**src/rtl/rs_issue_sched.sv**
```systemverilog
// Reservation-station issue scheduler: oldest-first selection per issue port,
// per-port occupancy tracking for non-pipelined ops, and ROB-window squash.

// Per-port state: registered issue slot plus occupancy counter for multi-cycle ops.
module rs_port_slot #(
    parameter int ROB_W = 5,
    parameter int LAT_W = 3,
    parameter int IDX_W = 3
) (
    input  logic             clock,
    input  logic             reset,
    input  logic             en,
    input  logic             i_sel,
    input  logic [IDX_W-1:0] i_sel_idx,
    input  logic [ROB_W-1:0] i_sel_rob,
    input  logic [LAT_W-1:0] i_sel_lat,
    input  logic             i_occ_sq,
    output logic [ROB_W-1:0] o_occ_rob,
    output logic             o_busy,
    output logic             o_iss_valid,
    output logic [IDX_W-1:0] o_iss_idx,
    output logic [ROB_W-1:0] o_iss_rob
);
    logic [LAT_W-1:0] r_cnt;
    logic [ROB_W-1:0] r_occ_rob;
    logic             r_iss_valid;
    logic [IDX_W-1:0] r_iss_idx;
    logic [ROB_W-1:0] r_iss_rob;

    always_ff @(posedge clock) begin
        if (reset) begin
            r_cnt       <= '0;
            r_occ_rob   <= '0;
            r_iss_valid <= 1'b0;
            r_iss_idx   <= '0;
            r_iss_rob   <= '0;
        end else if (en) begin
            // A squashed op on the issue slot is dropped simply by not reloading it.
            r_iss_valid <= i_sel;
            if (i_sel) begin
                r_iss_idx <= i_sel_idx;
                r_iss_rob <= i_sel_rob;
            end
            if (i_occ_sq && (r_cnt != '0)) begin
                r_cnt <= '0;
            end else if (i_sel) begin
                if (i_sel_lat > LAT_W'(1)) begin
                    r_cnt     <= LAT_W'(i_sel_lat - LAT_W'(1));
                    r_occ_rob <= i_sel_rob;
                end else begin
                    r_cnt <= '0;
                end
            end else if (r_cnt != '0) begin
                r_cnt <= LAT_W'(r_cnt - LAT_W'(1));
            end
        end
    end

    assign o_occ_rob   = r_occ_rob;
    assign o_busy      = (r_cnt != '0);
    assign o_iss_valid = r_iss_valid;
    assign o_iss_idx   = r_iss_idx;
    assign o_iss_rob   = r_iss_rob;
endmodule

module rs_issue_sched #(
    parameter int NUM_ENTRY = 8,
    parameter int NUM_PORT  = 2,
    parameter int ROB_W     = 5,
    parameter int LAT_W     = 3,
    localparam int IDX_W    = (NUM_ENTRY > 1) ? $clog2(NUM_ENTRY) : 1
) (
    input  logic                                 clock,
    input  logic                                 reset,
    input  logic                                 en,
    input  logic [NUM_ENTRY-1:0]                 req_valid,
    input  logic [NUM_ENTRY-1:0][ROB_W-1:0]      req_ROB_idx,
    input  logic [NUM_ENTRY-1:0][NUM_PORT-1:0]   req_port_mask,
    input  logic [NUM_ENTRY-1:0][LAT_W-1:0]      req_lat,
    input  logic [ROB_W-1:0]                     ROB_head_idx,
    input  logic                                 rollback_en,
    input  logic [ROB_W-1:0]                     ROB_rollback_idx,
    input  logic [ROB_W-1:0]                     diff_ROB,
    output logic [NUM_ENTRY-1:0]                 grant,
    output logic [NUM_PORT-1:0]                  iss_valid,
    output logic [NUM_PORT-1:0][IDX_W-1:0]       iss_entry_idx,
    output logic [NUM_PORT-1:0][ROB_W-1:0]       iss_ROB_idx,
    output logic [NUM_PORT-1:0]                  port_busy
);
    // Window membership is modular so it stays correct across ROB wrap-around.
    function automatic logic sq_f(input logic [ROB_W-1:0] x);
        logic [ROB_W-1:0] d;
        d = x - ROB_rollback_idx;
        return rollback_en && (d <= diff_ROB);
    endfunction

    logic [NUM_ENTRY-1:0]               w_sq;
    logic [NUM_ENTRY-1:0][ROB_W-1:0]    w_age;
    logic [NUM_ENTRY-1:0]               w_taken;
    logic [NUM_PORT-1:0]                w_free;
    logic [NUM_PORT-1:0]                w_sel_vld;
    logic [NUM_PORT-1:0][IDX_W-1:0]     w_sel_idx;
    logic [NUM_PORT-1:0][ROB_W-1:0]     w_sel_rob;
    logic [NUM_PORT-1:0][LAT_W-1:0]     w_sel_lat;
    logic [NUM_PORT-1:0][ROB_W-1:0]     w_best;
    logic [NUM_PORT-1:0][ROB_W-1:0]     w_occ_rob;
    logic [NUM_PORT-1:0]                w_occ_sq;

    always_comb begin
        w_sq  = '0;
        w_age = '0;
        for (int e = 0; e < NUM_ENTRY; e++) begin
            w_sq[e]  = sq_f(req_ROB_idx[e]);
            w_age[e] = req_ROB_idx[e] - ROB_head_idx;
        end
    end

    // Ports pick in order; strict '<' keeps the lower entry index on equal age.
    always_comb begin
        w_taken   = '0;
        w_sel_vld = '0;
        w_sel_idx = '0;
        w_sel_rob = '0;
        w_sel_lat = '0;
        w_best    = '0;
        for (int p = 0; p < NUM_PORT; p++) begin
            for (int e = 0; e < NUM_ENTRY; e++) begin
                if (w_free[p] && req_valid[e] && req_port_mask[e][p] && !w_sq[e] &&
                    !w_taken[e] && (!w_sel_vld[p] || (w_age[e] < w_best[p]))) begin
                    w_sel_vld[p] = 1'b1;
                    w_sel_idx[p] = IDX_W'(e);
                    w_sel_rob[p] = req_ROB_idx[e];
                    w_sel_lat[p] = req_lat[e];
                    w_best[p]    = w_age[e];
                end
            end
            for (int e = 0; e < NUM_ENTRY; e++) begin
                if (w_sel_vld[p] && (w_sel_idx[p] == IDX_W'(e))) w_taken[e] = 1'b1;
            end
        end
    end

    assign grant = en ? w_taken : '0;

    for (genvar p = 0; p < NUM_PORT; p++) begin : g_port
        assign w_free[p]   = !port_busy[p];
        assign w_occ_sq[p] = sq_f(w_occ_rob[p]);

        rs_port_slot #(.ROB_W(ROB_W), .LAT_W(LAT_W), .IDX_W(IDX_W)) u_slot (
            .clock       (clock),
            .reset       (reset),
            .en          (en),
            .i_sel       (w_sel_vld[p]),
            .i_sel_idx   (w_sel_idx[p]),
            .i_sel_rob   (w_sel_rob[p]),
            .i_sel_lat   (w_sel_lat[p]),
            .i_occ_sq    (w_occ_sq[p]),
            .o_occ_rob   (w_occ_rob[p]),
            .o_busy      (port_busy[p]),
            .o_iss_valid (iss_valid[p]),
            .o_iss_idx   (iss_entry_idx[p]),
            .o_iss_rob   (iss_ROB_idx[p])
        );
    end
endmodule

```
**config.mk**
```make
export PLATFORM = sky130hd
export DESIGN_NAME = rs_issue_sched
export DESIGN_NICKNAME = d
export VERILOG_FILES = /design/src/rtl/rs_issue_sched.sv
export SDC_FILE = /design/constraint.sdc
export NUM_CORES = 1
export LEC_CHECK = 0
export CELL_PAD_IN_SITES_DETAIL_PLACEMENT = 1
export CELL_PAD_IN_SITES_GLOBAL_PLACEMENT = 1
export CORE_ASPECT_RATIO = 1.25
export CORE_UTILIZATION = 35
export CTS_BUF_LIST = sky130_fd_sc_hd__clkbuf_2 sky130_fd_sc_hd__clkbuf_4 sky130_fd_sc_hd__clkbuf_8
export CTS_CLUSTER_DIAMETER = 80
export DETAILED_ROUTE_END_ITERATION = 7
export DONT_BUFFER_PORTS = 1
export PLACE_DENSITY = 0.69
export SLEW_MARGIN = 25
export SYNTH_ARGS = -nofsm -noshare
export SYNTH_HDL_FRONTEND = slang
export SYNTH_SLANG_ARGS = --single-unit
```
**constraint.sdc**
```tcl
create_clock -name clock -period 225.9 [get_ports clock]
set_input_delay 67.77 -clock clock [delete_from_list [all_inputs] [get_ports clock]]
set_output_delay 67.77 -clock clock [all_outputs]
set_load 0.02 [all_outputs]
```
* Yosys cells after proc, flatten, opt, wreduce, memory -nomap -nowiden
Cells that the tools add are included.
** Storage, ports and cells
- Register bits :: 34
- Input port bits :: 107
- Word-level logic and storage cells :: 331
** Operators by class
- Add/sub/neg operators :: 22
- Magnitude comparators :: 26
- Equal/unequal tests :: 14
- Mux-type cells :: 101
- Bitwise logic cells :: 2
- Reduce and logical (&&, ||, !) cells :: 156
** Operator list (count)
- 2-to-1 mux 5 bit :: 30
- 2-to-1 mux 3 bit :: 35
- logical AND 1 bit :: 98
- subtractor 5 bit :: 18
- < comparator 5 bit :: 14
- <= comparator 5 bit :: 10
- 2-to-1 mux 1 bit :: 34
- logical NOT 1 bit :: 32
- equality test 3 bit (second input constant) :: 8
- logical OR 1 bit :: 14
- equality test 3 x 2 -> 1 bit (second input constant) :: 4
- nonzero test 3 bit :: 4
- subtractor 3 x 1 -> 3 bit (second input constant) :: 4
- 2-to-1 mux 8 bit :: 1
- AND reduction 2 bit :: 4
- AND reduction 4 bit :: 2
- equality test 3 x 1 -> 1 bit (second input constant) :: 2
- > comparator 3 x 1 -> 1 bit (second input constant) :: 2
- logical NOT 3 bit :: 2
- 2-to-1 mux 2 bit :: 1
- NOT 1 bit :: 2

* Depth between registers and ports, before layout
Gate-level depths: netlist (run 1).
- Word-level depth :: 72
- Mapped depth :: 175
- Mapped depth without buffers :: 151

* Cells and area by module
From an unflattened synthesis (run 1), not the netlist that was laid out.
** Second synthesis, totals
- Cell total of the unflattened synthesis :: 1263
- Area total of the unflattened synthesis :: 9796.9 um2
** Modules (own cells, without submodules)
- rs_issue_sched :: times used 1, cells an instance 1075, area an instance 8192.9 um2, sequential area each 0.0 um2
- rs_port_slot :: times used 2, cells an instance 94, area an instance 802.0 um2, sequential area each 340.3 um2

* Worst setup path before layout (run 1)
Ideal clock, no wire load.
- Path kind :: input -> output
- Start point :: in ROB_rollback_idx[1]
- End point :: out grant[3]
- Arrival time :: 97.084 ns
- Setup slack :: 61.046 ns
- Stages on the path :: 161
- Path buffers :: 24
- Cells stage by stage :: inv_1 ha_1 a21o_1 a21oi_1 xnor2_1 ha_1 nand4_1 o2111a_1 o21a_1 clkbuf_1 nand2_1 ha_1 a21oi_1 o21ai_0 a31oi_1 o21a_1 clkbuf_1 buf_1 [125 not listed] a21oi_1 o311ai_0 a21oi_1 nand2_1 clkbuf_1 nand2_1 o21ai_0 ha_1 a21o_1 a21o_1 a21oi_1 a22o_1 o21ai_0 a31oi_2 inv_1 o21ai_0 a32oi_1 nor2_1
** Between the ends
- Longest elaborated chain between the ends :: 72
- Elaborated cells on any way between the ends :: 192
- Those cells by class :: 8 x add/sub; 22 x order compare; 8 x eq/ne; 54 x mux; 100 x reduce/logical
** RTL lines
- start, declared :: line 82 : input logic [ROB_W-1:0] ROB_rollback_idx,
- subtractor 5 bit :: line 93 : d = x - ROB_rollback_idx;
- <= comparator 5 bit :: line 94 : return rollback_en && (d <= diff_ROB);
- logical AND 1 bit :: line 94
- logical NOT 1 bit :: line 128 : if (w_free[p] && req_valid[e] && req_port_mask[e][p] && !w_sq[e] &&
- logical AND 1 bit :: line 128
- 2-to-1 mux 5 bit / 2-to-1 mux 1 bit (equally long branches) :: line 128
- < comparator 5 bit / logical NOT 1 bit (equally long branches) :: line 129 : !w_taken[e] && (!w_sel_vld[p] || (w_age[e] < w_best[p]))) begin
- logical OR 1 bit :: line 129
- [56 not listed]
- < comparator 5 bit / logical NOT 1 bit (equally long branches) :: line 129
- logical OR 1 bit :: line 129
- logical AND 1 bit :: line 129
- 2-to-1 mux 3 bit :: line 128
- equality test 3 x 2 -> 1 bit :: line 138 : if (w_sel_vld[p] && (w_sel_idx[p] == IDX_W'(e))) w_taken[e] = 1'b1;
- logical AND 1 bit :: line 138
- 2-to-1 mux 1 bit * :: line 138
- 2-to-1 mux 8 bit * :: line 143 : assign grant = en ? w_taken : '0;
- end, declared :: line 84 : output logic [NUM_ENTRY-1:0] grant,
Mark *: on every way between the ends. The rest lies on a longest branch, timed or not.

* Worst setup path after layout (run 1)
Same ends and word-level chain as after synthesis.

==> results of run 1 <==
-- sequential cells by signal, indices dropped and copies added, names as in the netlist --
| name | cells |
|---|---|
| g_port.u_slot.o_iss_rob | 10 |
| g_port.u_slot.o_iss_valid | 2 |
| g_port.u_slot.o_occ_rob | 10 |
| g_port.u_slot.r_cnt | 6 |
| g_port.u_slot.o_iss_idx | 6 |
-- cell usage after synthesis, drive strengths merged (17+ instances only) --
cell type | number | share of area
nand2 | 101 | 0.039
inv | 84 | 0.033
a21oi | 131 | 0.069
a21o | 76 | 0.059
nor2 | 96 | 0.037
buf | 20 | 0.011
ha | 186 | 0.24
clkbuf | 30 | 0.012
dfxtp | 34 | 0.070
mux2i | 22 | 0.023
a211oi | 33 | 0.028
xnor2 | 56 | 0.051
o21ai | 67 | 0.036
fa | 18 | 0.037
nand3 | 24 | 0.012
and3 | 17 | 0.011
-- per-stage QoR --
step                instances  total power, mW  worst slack, ns  area (um2)    util
global placement         1565           0.1090            59.37        9966  0.3692
detailed placement       1565           0.1114            58.53        9966  0.3692
floorplan                1260          0.08448            61.05        9671       -
global route             1573           0.1303            55.36       10110  0.3744
finish                   1575           0.1202            58.20       10110  0.3746
CTS                      1573           0.1188            58.46       10100  0.3743
-- kinds of logic (layout without fill, tap and decap cells) --
logic type               Yosys count  after routing  share of synthesized area
buffers and inverters            134            102                    0.05525
AO/OA/AOI/OAI                    450            450                     0.3303
flip-flops                        34             34                    0.07038
adder cells (fa/ha/maj)          204            204                     0.2779
multiplexers                      28             28                    0.02976
XOR/XNOR                          72             72                    0.06521
other                              0              2                          0
AND/OR/NAND/NOR                  338            338                     0.1712
-- area by class of cell --
| type | instances | area share |
|---|---|---|
| Multi-Input combinational cell | 1092 | 0.8373 |
| Sequential cell | 34 | 0.06731 |
| Tap cell | 345 | 0.04269 |
| Inverter | 84 | 0.03118 |
| Timing Repair Buffer | 10 | 0.007424 |
| Clock buffer | 5 | 0.006805 |
| Clock inverter | 3 | 0.006805 |
| Antenna cell | 2 | 0.0004949 |
-- worst register-to-register path, delay by kind of cell (launching register included) --
family	cells	cell delay, ns
compound gates	86	19.86
fa+ha+maj	17	4.74
buf+inv	9	1.68
flops	1	0.31
mux	4	1.40
simple gates	21	3.80
-- layer usage --
layer / GRT usage / share of wire / up-vias
met5: 0 / 0 / -
met1: 0.3475 / 0.41 / 4919
met4: 0.1335 / 0.052 / 0
met3: 0.03723 / 0.047 / 103
met2: 0.5218 / 0.49 / 310
li1: - / - / 4607
-- report_power, final --
part / switching (mW) / internal, mW / total, mW
Sequential: 0.00331 / 0.00852 / 0.0118
Clock: 0.00237 / 0.00442 / 0.00679
Combinational: 0.0633 / 0.0382 / 0.102
Total: 0.0690 / 0.0511 / 0.120
-- worst paths after layout --
path / from / end / slack (ns) / cells past startpoint
hold / removal: g_port[1].u_slot.o_occ_rob[3] / g_port[1].u_slot.o_occ_rob[3] / 0.48 / 2
hold reg to reg: g_port[1].u_slot.o_occ_rob[3] / g_port[1].u_slot.o_occ_rob[3] / 0.48 / 2
setup / recovery: ROB_rollback_idx[1] / grant[3] / 58.20 / 136
setup reg to reg: g_port[0].u_slot.r_cnt[0] / g_port[1].u_slot.o_occ_rob[3] / 194.02 / 137
==> PnR_summary.wiki, run 1 <==
{| class="wikitable"
! Metric !! Value
|-
| Result of the run || finished clean
|-
| Global route total overflow || 0
|-
| Classification of the worst-slack hold path || flop to flop
|-
| Total iterations of the first detailed-routing run || 5
|-
| Dominant register cell in the synthesized netlist || sky130_fd_sc_hd__dfxtp_1
|-
| Kind of start point of the critical path || primary input
|-
| Die Footprint || 28,300 um2
|-
| Total number of H-tree levels || 2
|-
| Crit path time final || 167.70 ns
|-
| Number of vias per cell after detailed routing || ~6.3
|-
| DP Wirelength || between 30 and 40 mm
|-
| Setup-violating endpoint count in the final report || 0
|-
| Initial Util || 0.3583
|-
| Worst EP arrival || between 90 and 100 ns
|-
| Final hold vios || 0
|-
| Most common cell type on the critical path || sky130_fd_sc_hd__a21o_1
|-
| Area grow syn2layout || 4.567%
|-
| Combined area of all synthesized cells || just under 10,000 um2
|-
| Post-DR wirelength/cell || between 20 and 30 um
|-
| Row Count || 67
|-
| Register area share after synthesis || 0.07038
|-
| CP delay by family, top || compound AO/OA/AOI/OAI gates
|-
| Top library cells by usage in the layout, fill and taps aside || 186 x sky130_fd_sc_hd__ha_1, 128 x sky130_fd_sc_hd__a21oi_1, 101 x sky130_fd_sc_hd__nand2_1
|-
| PostCTS Resize Cnt || 0
|-
| Routed WL || 41.67 mm
|-
| Critical setup path kind || primary input to output port
|-
| Post-route fraction of the period consumed by the critical path || 0.7423
|-
| Number of enable flip-flop cells after synthesis || 0
|-
| Hold_ws || 0.4774 ns
|-
| Fin Clk Skew || 0.008462 ns
|-
| Via count of the first global-routing pass || just over 10,000
|-
| Pin count of the biggest net entering global routing || 35
|-
| TritonCTS clock tree || done
|-
| Remaining routing DRC violations || 0
|-
| I/O Buffers || 0
|-
| Remaining max-slew budget at the tightest pin || 0.3332
|-
| Clock transition time at the flip-flop clock pins of the worst setup and hold paths || 0.08 ns
|-
| Net total in the final layout || 1,538
|-
| Remaining antenna violation count || 0
|-
| Actual slew at the worst max-slew pin || 0.9964 ns
|-
| Unrepaired setup endpoints after global routing || no
|-
| Final number of max-transition violations || 0
|-
| Critical path peak fanout || 32
|-
| VDD IR-drop max || 0.000005156 V
|-
| Post-CTS Hold Fix Bufs || 0
|-
| Num CTS Buffers || 5
|-
| Longest Clk Path Bufs || 2
|-
| Number of antenna violations at the first check in global routing || 1
|-
| Area of combinational cells with multiple inputs || around 8500 um2
|-
| Clock latency reported for the late side of the worst-skew pair || 0.29 ns
|-
| Proportion of register bits with asynchronous set or reset after synthesis || 0
|-
| Maximum clock frequency || between 5 and 6 MHz
|-
| Number of top-level pins || 135
|-
| MaxCap Viol Count || 0
|-
| DIE WIDTH || 150.7 um
|-
| Post-synthesis cell count || approximately 1,300
|-
| Clk Tree Root Cell || sky130_fd_sc_hd__clkbuf_8
|-
| Number of buffers added for setup after CTS || 0
|-
| Critical Path Max Stage Delay || 0.69 ns
|-
| Storage element area || around 680 um2
|-
| Fill cells || 3,384
|-
| Slowest stage cell on the critical path || sky130_fd_sc_hd__inv_1
|-
| Final weighted congestion in routability-driven placement || 1.003
|-
| Core area || between 20,000 and 30,000 um2
|-
| Critical path required time || approximately 160 ns
|-
| Per-instance average area after synthesis || approximately 7.7 um2
|-
| Gr usage total || 0.2945
|-
| Post-synthesis sequential element count || 34
|-
| Total via count after detailed routing || 9,939
|-
| Die boundary height || 187.8 um
|-
| Combined buffer and inverter count along the critical path || 7
|-
| Most common cell after layout, fill and taps aside || sky130_fd_sc_hd__ha_1
|-
| Sinks on Clock Net || 34
|-
| Yosys warning total || 0
|-
| Sort of element at the end of the critical path || output port
|-
| Static Leak || between 4 and 5 nW
|-
| Count of distinct cell types in the synthesized netlist || 92
|-
| Fraction of layout instances using a drive strength above 1 || 0.05863
|-
| Wire length of the first global-routing pass || 62.43 mm
|-
| Net count of the mapped netlist || 1,571
|-
| Total negative slack for setup checks || 0 ns
|-
| Pwr per Cell Area || 11.88 nW/um2
|-
| Number of DRC markers after the initial detailed-route iteration || 669
|}
Power figures use the tool's default switching activity.
==> inputs of run 2 (changes only) <==
- clock period: 225.9 -> 160.6 ns (I/O delays scaled with it)
==> run 2 against run 1 <==
Effect of this change:
- routed wire length shrank 0.92%
- critical path type unchanged
- largest power group unchanged
- highest routed layer unchanged
- count of clock-buffer cells in the layout is the same
- largest cell class unchanged
- global-route usage shrank 0.45 points
- critical endpoint unchanged
==> PnR_summary.wiki, run 2 (synthesis results as in run 1) <==
{| class="wikitable"
! Metric !! Value
|-
| Result of the run || finished clean
|-
| Clk pwr share || 0.057 (about the same)
|-
| VDD IR-drop max || 0.000006584 V (+28%)
|-
| Critical path required time || 112.42 ns (-45.71 ns)
|-
| Net switching component of the power || 0.09724 mW (+41%)
|-
| MaxCap Viol Count || 0 (unchanged)
|-
| PostCTS Resize Cnt || 0 (unchanged)
|-
| Number of DRC markers after the initial detailed-route iteration || 564 (-16%)
|-
| Worst Reg-to-Reg Cells || 137 (unchanged)
|-
| Launch instance of the worst register-to-register path || g_port[0].u_slot.r_cnt[0]
|-
| Via count of the first global-routing pass || 10,298 (+0.097%)
|-
| Longest Clk Path Bufs || 2 (unchanged)
|-
| Number of cells traversed by the worst hold path || 2 (unchanged)
|-
| Storage element area || 680.7 um2 (unchanged)
|-
| Post-route fraction of the period consumed by the critical path || 0.8020
|-
| Die boundary height || 187.8 um (unchanged)
|-
| Placement Cell Area || 9951 um2 (-0.15%)
|-
| Most common cell type on the critical path || sky130_fd_sc_hd__a21o_1
|-
| Area grow syn2layout || 4.516% (about the same)
|-
| Total via count after detailed routing || 9,929 (-0.10%)
|-
| Fin Clk Skew || 0.006795 ns (-0.001667 ns)
|-
| Actual slew at the worst max-slew pin || 1.045 ns (+0.04808 ns)
|-
| Slowest stage cell on the critical path || sky130_fd_sc_hd__o21ai_2
|-
| Worst r2r dst || g_port[1].u_slot.o_occ_rob[4]
|-
| Clock latency reported for the late side of the worst-skew pair || 0.29 ns (about the same)
|-
| Post-CTS Hold Fix Bufs || 0 (unchanged)
|-
| Final design utilization || 0.3744 (about the same)
|-
| Kind of start point of the critical path || primary input
|-
| I/O Buffers || 0 (unchanged)
|-
| Sort of element at the end of the critical path || output port
|-
| Remaining routing DRC violations || 0 (unchanged)
|-
| Row Count || 67 (unchanged)
|-
| Remaining max-slew budget at the tightest pin || 0.3036 (-0.02969)
|-
| Cell area after layout || 10,110 um2 (about the same)
|-
| Number of buffers added for setup after CTS || 0 (unchanged)
|-
| Number of top-level pins || 135 (unchanged)
|-
| End of the worst hold path || g_port[1].u_slot.o_occ_rob[3]
|-
| Clk Tree Root Cell || sky130_fd_sc_hd__clkbuf_8
|-
| Maximum clock frequency || 7.764 MHz
|-
| Critical path peak fanout || 32 (unchanged)
|-
| Pin count of the biggest net entering global routing || 35 (unchanged)
|-
| Initial Util || 0.3583 (unchanged)
|-
| Launch instance of the worst min-delay path || g_port[1].u_slot.o_occ_rob[3]
|-
| Final number of max-transition violations || 0 (unchanged)
|-
| DIE WIDTH || 150.7 um (unchanged)
|-
| Top library cells by usage in the layout, fill and taps aside || 186 x sky130_fd_sc_hd__ha_1, 128 x sky130_fd_sc_hd__a21oi_1, 101 x sky130_fd_sc_hd__nand2_1
|-
| Sinks on Clock Net || 34 (unchanged)
|-
| Total negative slack for setup checks || 0 ns (unchanged)
|-
| Sequential Power Share || 0.098 (about the same)
|-
| Final hold vios || 0 (unchanged)
|-
| Pre-CTS setup slack || 32.08 ns (-26.46 ns)
|-
| Clock transition time at the flip-flop clock pins of the worst setup and hold paths || 0.07 ns (about the same)
|-
| Remaining antenna violation count || 0 (unchanged)
|-
| Number of stages on the worst setup path || 136 (unchanged)
|-
| Most common cell after layout, fill and taps aside || sky130_fd_sc_hd__ha_1
|-
| Wire length of the first global-routing pass || 61.40 mm (-1.6%)
|-
| Fill cells || 3,333 (-1.5%)
|-
| Final weighted congestion in routability-driven placement || 0.9575 (-4.5%)
|-
| Switching fraction of total power || 0.5753 (+0.0008431)
|-
| Critical setup path kind || primary input to output port
|-
| Number of antenna violations at the first check in global routing || 1 (unchanged)
|-
| Register-to-Register Setup Slack || 128.27 ns (-65.75 ns)
|-
| Fraction of layout instances using a drive strength above 1 || 0.05873 (+0.00009565)
|-
| Combined buffer and inverter count along the critical path || 8 (+1)
|-
| Unrepaired setup endpoints after global routing || no
|-
| Classification of the worst-slack hold path || flop to flop
|-
| Logic pwr share || 0.845 (about the same)
|-
| PnR worst setup slack || 31.80 ns (-26.40 ns)
|-
| Routed WL || 41.29 mm (-0.92%)
|-
| Num CTS Buffers || 5 (unchanged)
|-
| Total power || 0.1690 mW (+41%)
|-
| Area of combinational cells with multiple inputs || 8472 um2 (about the same)
|-
| Total number of H-tree levels || 2 (unchanged)
|-
| TritonCTS clock tree || done
|-
| Critical Path Max Stage Delay || 0.82 ns (+0.13 ns)
|-
| Crit path time final || 128.80 ns
|-
| Net total in the final layout || 1,536 (-0.13%)
|-
| Worst EP arrival || 80.62 ns (-19.31 ns)
|-
| DP Wirelength || 34.29 mm (-1.9%)
|-
| Total iterations of the first detailed-routing run || 5 (unchanged)
|-
| Die Footprint || 28,300 um2 (unchanged)
|-
| Static Leak || 4.540 nW (-0.21%)
|-
| Gr usage total || 0.2900 (-0.004486)
|-
| Global route total overflow || 0 (unchanged)
|-
| Setup-violating endpoint count in the final report || 0 (unchanged)
|-
| Post-DR wirelength/cell || 26.21 um (-0.92%)
|-
| Pwr per Cell Area || 16.72 nW/um2 (+41%)
|-
| CP delay by family, top || compound AO/OA/AOI/OAI gates
|-
| Number of vias per cell after detailed routing || 6.304 (-0.10%)
|-
| Core area || 26,990 um2 (unchanged)
|-
| Internal Power || 0.07178 mW (+40%)
|}
[run 2: stage by stage]
| step | hold slack, ns | cells |
|---|---|---|
| after global placement | 0.4564 | 1563 |
| final | 0.4692 | 1575 |
| after floorplan | 0.4457 | 1260 |
| after global routing | 0.4924 | 1572 |
| after CTS | 0.4692 | 1571 |
| after detailed placement | 0.4575 | 1563 |
[run 2: power groups by stage]
stage	registers, mW	clock network (mW)	logic [mW]
floorplan	0.0157	0	0.103
global placement	0.0167	0	0.137
detailed placement	0.0167	0	0.140
CTS	0.0166	0.00963	0.141
global route	0.0170	0.00998	0.156
finish	0.0166	0.00962	0.143
[run 2: worst reg2reg max path: cells and delay by family (launching register included)]
kind,cells,cell delay (ns)
fa+ha+maj,17,4.67
flops,1,0.32
compound gates,85,20.34
simple gates,21,3.72
buf+inv,10,1.73
mux,4,1.48
[run 2: final cells by class]
class                   instances  area share
flip-flops and latches         34     0.06734
diodes                          4   0.0009903
well taps                     345     0.04271
repair buffers                  8    0.005942
clock inverters                 3    0.006809
inverters                      84     0.03120
multi-input cells            1092      0.8382
clock buffers                   5    0.006809
[run 2: how the worst max path moves through the flow]
stage                     slack (ns)           startpoint       end
after floorplan                34.93  ROB_rollback_idx[1]  grant[3]
after global placement         33.21  ROB_rollback_idx[1]  grant[3]
after detailed placement       32.08  ROB_rollback_idx[1]  grant[3]
after CTS                      32.04  ROB_rollback_idx[1]  grant[3]
after global routing           29.18  ROB_rollback_idx[1]  grant[3]
final                          31.80  ROB_rollback_idx[1]  grant[3]
[run 2: per-layer routing]
metal  part of all wire  routed length, um  track usage  vias up
met2               0.50              20640       0.5218      284
li1                   -                  -            -     4616
met3              0.048               1966      0.04355      105
met5                  0                  0            0        -
met1               0.40              16430       0.3269     4924
met4              0.054               2250       0.1431        0
==> inputs of run 3 (changes only) <==
- ABC_AREA: default -> 1
- PLACE_DENSITY: 0.69 -> 0.74
- clock period: 160.6 -> 106.2 ns (I/O delays scaled with it)
==> run 3 against run 2 <==
Effect of this change:
- setup slack worse by 13 ns
- largest cell class unchanged
- power increased by 37%
- synthesized cell count increased by 11%
- highest routed layer is now met5
- global-route usage shrank 3.0 points
- final area fell by 6.6%
- final cell count up 8.3%
- non-clock buffer count shrank 7
- die area shrank 5.9%
- core utilization shrank 0.23 points
- critical path depth up 1
==> PnR_summary.wiki, run 3 <==
{| class="wikitable"
! Metric !! Value
|-
| Number of stages on the worst setup path || 137 (+0.74%)
|-
| MaxCap Viol Count || 0 (unchanged)
|-
| Global route total overflow || 0 (unchanged)
|-
| Number of vias per cell after detailed routing || 5.512 (-13%)
|-
| Per-instance average area after synthesis || 6.476 um2 (-16%)
|-
| Combined buffer and inverter count along the critical path || 4 (-4)
|-
| Clk pwr share || 0.056 (about the same)
|-
| Switching fraction of total power || 0.6017 (+0.02637)
|-
| Hold_ws || 0.4644 ns (-0.004844 ns)
|-
| Remaining max-slew budget at the tightest pin || 0.3836 (+0.08003)
|-
| Critical setup path kind || primary input to output port
|-
| Sinks on Clock Net || 34 (unchanged)
|-
| Final hold vios || 0 (unchanged)
|-
| Clock latency reported for the late side of the worst-skew pair || 0.30 ns (about the same)
|-
| Largest cells by area after synthesis || sky130_fd_sc_hd__ha_1 26%, sky130_fd_sc_hd__nand2_1 13%, sky130_fd_sc_hd__dfxtp_1 7.5%
|-
| Initial Util || 0.3583 (about the same)
|-
| Num CTS Buffers || 5 (unchanged)
|-
| Row Count || 65 (-3.0%)
|-
| Slowest stage cell on the critical path || sky130_fd_sc_hd__inv_1
|-
| Longest Clk Path Bufs || 2 (unchanged)
|-
| Die Footprint || 26,630 um2 (-5.9%)
|-
| Register area share after synthesis || 0.07486 (+0.004475)
|-
| Global Route met1 Usage || 0.2944 (-0.03256)
|-
| Remaining antenna violation count || 0 (unchanged)
|-
| Placement Cell Area || 9330 um2 (-6.2%)
|-
| DIE WIDTH || 146.2 um (-3.0%)
|-
| Number of antenna violations at the first check in global routing || 1 (unchanged)
|-
| Dominant register cell in the synthesized netlist || sky130_fd_sc_hd__dfxtp_1
|-
| Routed WL || 35.02 mm (-15%)
|-
| VDD IR-drop max || 0.000009330 V (+42%)
|-
| Met3 track demand over resource in global routing || 0.06475 (+0.02120)
|-
| Unrepaired setup endpoints after global routing || no
|-
| Yosys warning total || 0 (unchanged)
|-
| Result of the run || finished clean
|-
| Wire length of the first global-routing pass || 53.67 mm (-13%)
|-
| Total via count after detailed routing || 9,403 (-5.3%)
|-
| Via count of the first global-routing pass || 9,736 (-5.5%)
|-
| Net total in the final layout || 1,682 (+9.5%)
|-
| Remaining routing DRC violations || 0 (unchanged)
|-
| Total number of H-tree levels || 2 (unchanged)
|-
| Net count of the mapped netlist || 1,715 (+9.2%)
|-
| Final number of max-transition violations || 0 (unchanged)
|-
| Gr usage total || 0.2602 (-0.02981)
|-
| Count of distinct cell types in the synthesized netlist || 41 (-55%)
|-
| Proportion of register bits with asynchronous set or reset after synthesis || 0 (unchanged)
|-
| Critical path required time || 74.34 ns (-38.08 ns)
|-
| Post-route fraction of the period consumed by the critical path || 0.8243
|-
| Post-synthesis sequential element count || 34 (unchanged)
|-
| Worst Reg-to-Reg Cells || 134 (-2.2%)
|-
| Classification of the worst-slack hold path || flop to flop
|-
| Worst EP arrival || 55.68 ns (-24.94 ns)
|-
| I/O Buffers || 0 (unchanged)
|-
| Net switching component of the power || 0.1394 mW (+43%)
|-
| Pin count of the biggest net entering global routing || 28 (-20%)
|-
| Core area || 25,370 um2 (-6.0%)
|-
| Number of cells traversed by the worst hold path || 2 (unchanged)
|-
| Cell area after layout || 9443 um2 (-6.6%)
|-
| Critical Path Max Stage Delay || 0.65 ns (-0.17 ns)
|-
| Most frequent cell after synthesis || sky130_fd_sc_hd__nand2_1
|-
| Maximum clock frequency || 11.42 MHz
|-
| Static Leak || 4.801 nW (+5.7%)
|-
| Number of DRC markers after the initial detailed-route iteration || 356 (-37%)
|-
| Crit path time final || 87.54 ns
|-
| Layer with the highest usage || met2
|-
| Top library cells by usage in the layout, fill and taps aside || 321 x sky130_fd_sc_hd__nand2_1, 186 x sky130_fd_sc_hd__ha_1, 148 x sky130_fd_sc_hd__inv_1
|-
| Yosys top cell area share || 0.2560 (+0.01530)
|-
| Antenna Diode Count || 0 (-4)
|-
| Post-CTS Hold Fix Bufs || 0 (unchanged)
|-
| Number of top-level pins || 135 (unchanged)
|-
| Number of enable flip-flop cells after synthesis || 0 (unchanged)
|-
| Final weighted congestion in routability-driven placement || 0.9483 (-0.96%)
|-
| Commonest cells in the netlist || 321 x sky130_fd_sc_hd__nand2_1, 186 x sky130_fd_sc_hd__ha_1, 148 x sky130_fd_sc_hd__inv_1
|-
| Die boundary height || 182.2 um (-3.0%)
|-
| Internal Power || 0.09228 mW (+29%)
|-
| PostCTS Resize Cnt || 0 (unchanged)
|-
| Sort of element at the end of the critical path || output port
|-
| Combined area of all synthesized cells || 9092 um2 (-6.0%)
|-
| Critical path peak fanout || 27 (-16%)
|-
| Actual slew at the worst max-slew pin || 0.9236 ns (-0.1209 ns)
|-
| Most common cell type on the critical path || sky130_fd_sc_hd__nand2_1
|-
| Fraction of layout instances using a drive strength above 1 || 0.04960 (-0.009129)
|-
| Pwr per Cell Area || 24.53 nW/um2 (+47%)
|-
| Sequential Power Share || 0.105 (+0.007)
|-
| Number of buffers added for setup after CTS || 0 (unchanged)
|-
| Total power || 0.2317 mW (+37%)
|-
| Met2 usage || 0.4617 (-0.06009)
|-
| TritonCTS clock tree || done
|-
| Setup-violating endpoint count in the final report || 0 (unchanged)
|-
| Clk Tree Root Cell || sky130_fd_sc_hd__clkbuf_8
|-
| Fin Clk Skew || 0.006608 ns (-0.0001871 ns)
|-
| Largest area contributor in the netlist || sky130_fd_sc_hd__ha_1
|-
| DP Wirelength || 30.35 mm (-11%)
|-
| Post-DR wirelength/cell || 20.53 um (-22%)
|-
| Kind of start point of the critical path || primary input
|-
| Total negative slack for setup checks || 0 ns (unchanged)
|-
| Clock transition time at the flip-flop clock pins of the worst setup and hold paths || 0.08 ns (about the same)
|-
| Placed instance count || 1,699 (+8.7%)
|-
| Post-synthesis cell count || 1,404 (+11%)
|-
| Non-filler cells in the finished layout || 1,706 (+8.3%)
|-
| CP delay by family, top || compound AO/OA/AOI/OAI gates
|-
| Most common cell after layout, fill and taps aside || sky130_fd_sc_hd__nand2_1
|-
| Total iterations of the first detailed-routing run || 5 (unchanged)
|-
| Area grow syn2layout || 3.853%
|-
| Logic pwr share || 0.839 (-0.006)
|}
## run 3: cell count changes in the layout (fill, tap and decap cells not counted), sizes merged, moves of 35 or more
cell	previous run	this run
nand2	101	361
nand3	24	95
inv	84	156
xor2	16	54
o21ai	67	141
a21o	76	1
o211ai	10	45
xnor2	56	19
## run 3: area by class of cell
cell class	instances	area [um2]
inverter	159	596.8
multi-input combinational	1170	7626
fill	3435	15930
clock buffer	6	82.58
timing repair buffer	1	7.507
clock inverter	1	30.03
sequential	34	680.7
tap	335	419.2
## run 3: worst paths after layout
kind / slack, ns / end / start
worst max-delay path: 18.66 / grant[5] / ROB_rollback_idx[1]
worst min-delay path: 0.46 / g_port[0].u_slot.r_cnt[0] / g_port[0].u_slot.r_cnt[0]
worst max register to register: 82.82 / g_port[1].u_slot.o_occ_rob[0] / g_port[0].u_slot.r_cnt[0]
worst min register to register: 0.46 / g_port[0].u_slot.r_cnt[0] / g_port[0].u_slot.r_cnt[0]
## run 3: logic make-up after synthesis
kind of cell	Yosys count	synth area share
and+or+nand+nor	570	0.2734
DFF	34	0.07486
xor gates and xnor gates	73	0.07032
buffers and inverters	200	0.08642
adders and majority gates	204	0.2956
AOI/OAI and AO/OA	323	0.1994
## run 3: routing by layer
metal | wire length (um) | vias to the layer above
li1 | - | 4674
met1 | 14260 | 4392
met2 | 16630 | 263
met3 | 2618 | 72
met4 | 1489 | 2
met5 | 12 | -
## run 3: worst min-delay path: stages (launching register included)
cell and delay [ns]:
sky130_fd_sc_hd__dfxtp_1 0.31, sky130_fd_sc_hd__nand2_1 0.06, sky130_fd_sc_hd__a21oi_1 0.06
## run 3: per-stage QoR
step           utilization  setup slack, ns
5_1_grt             0.3721            16.34
3_5_place_dp        0.3677            18.99
2_1_floorplan            -            21.50
3_3_place_gp        0.3677            19.90
6_report            0.3721            18.66
4_1_cts             0.3721            18.97
## run 3: power groups by stage
stage | Clock, mW | Sequential [mW] | Combinational (mW)
after global placement | 0 | 0.0245 | 0.186
after detailed placement | 0 | 0.0246 | 0.193
after CTS | 0.0130 | 0.0244 | 0.194
final | 0.0130 | 0.0243 | 0.194
after floorplan | 0 | 0.0232 | 0.145
after global routing | 0.0134 | 0.0250 | 0.220
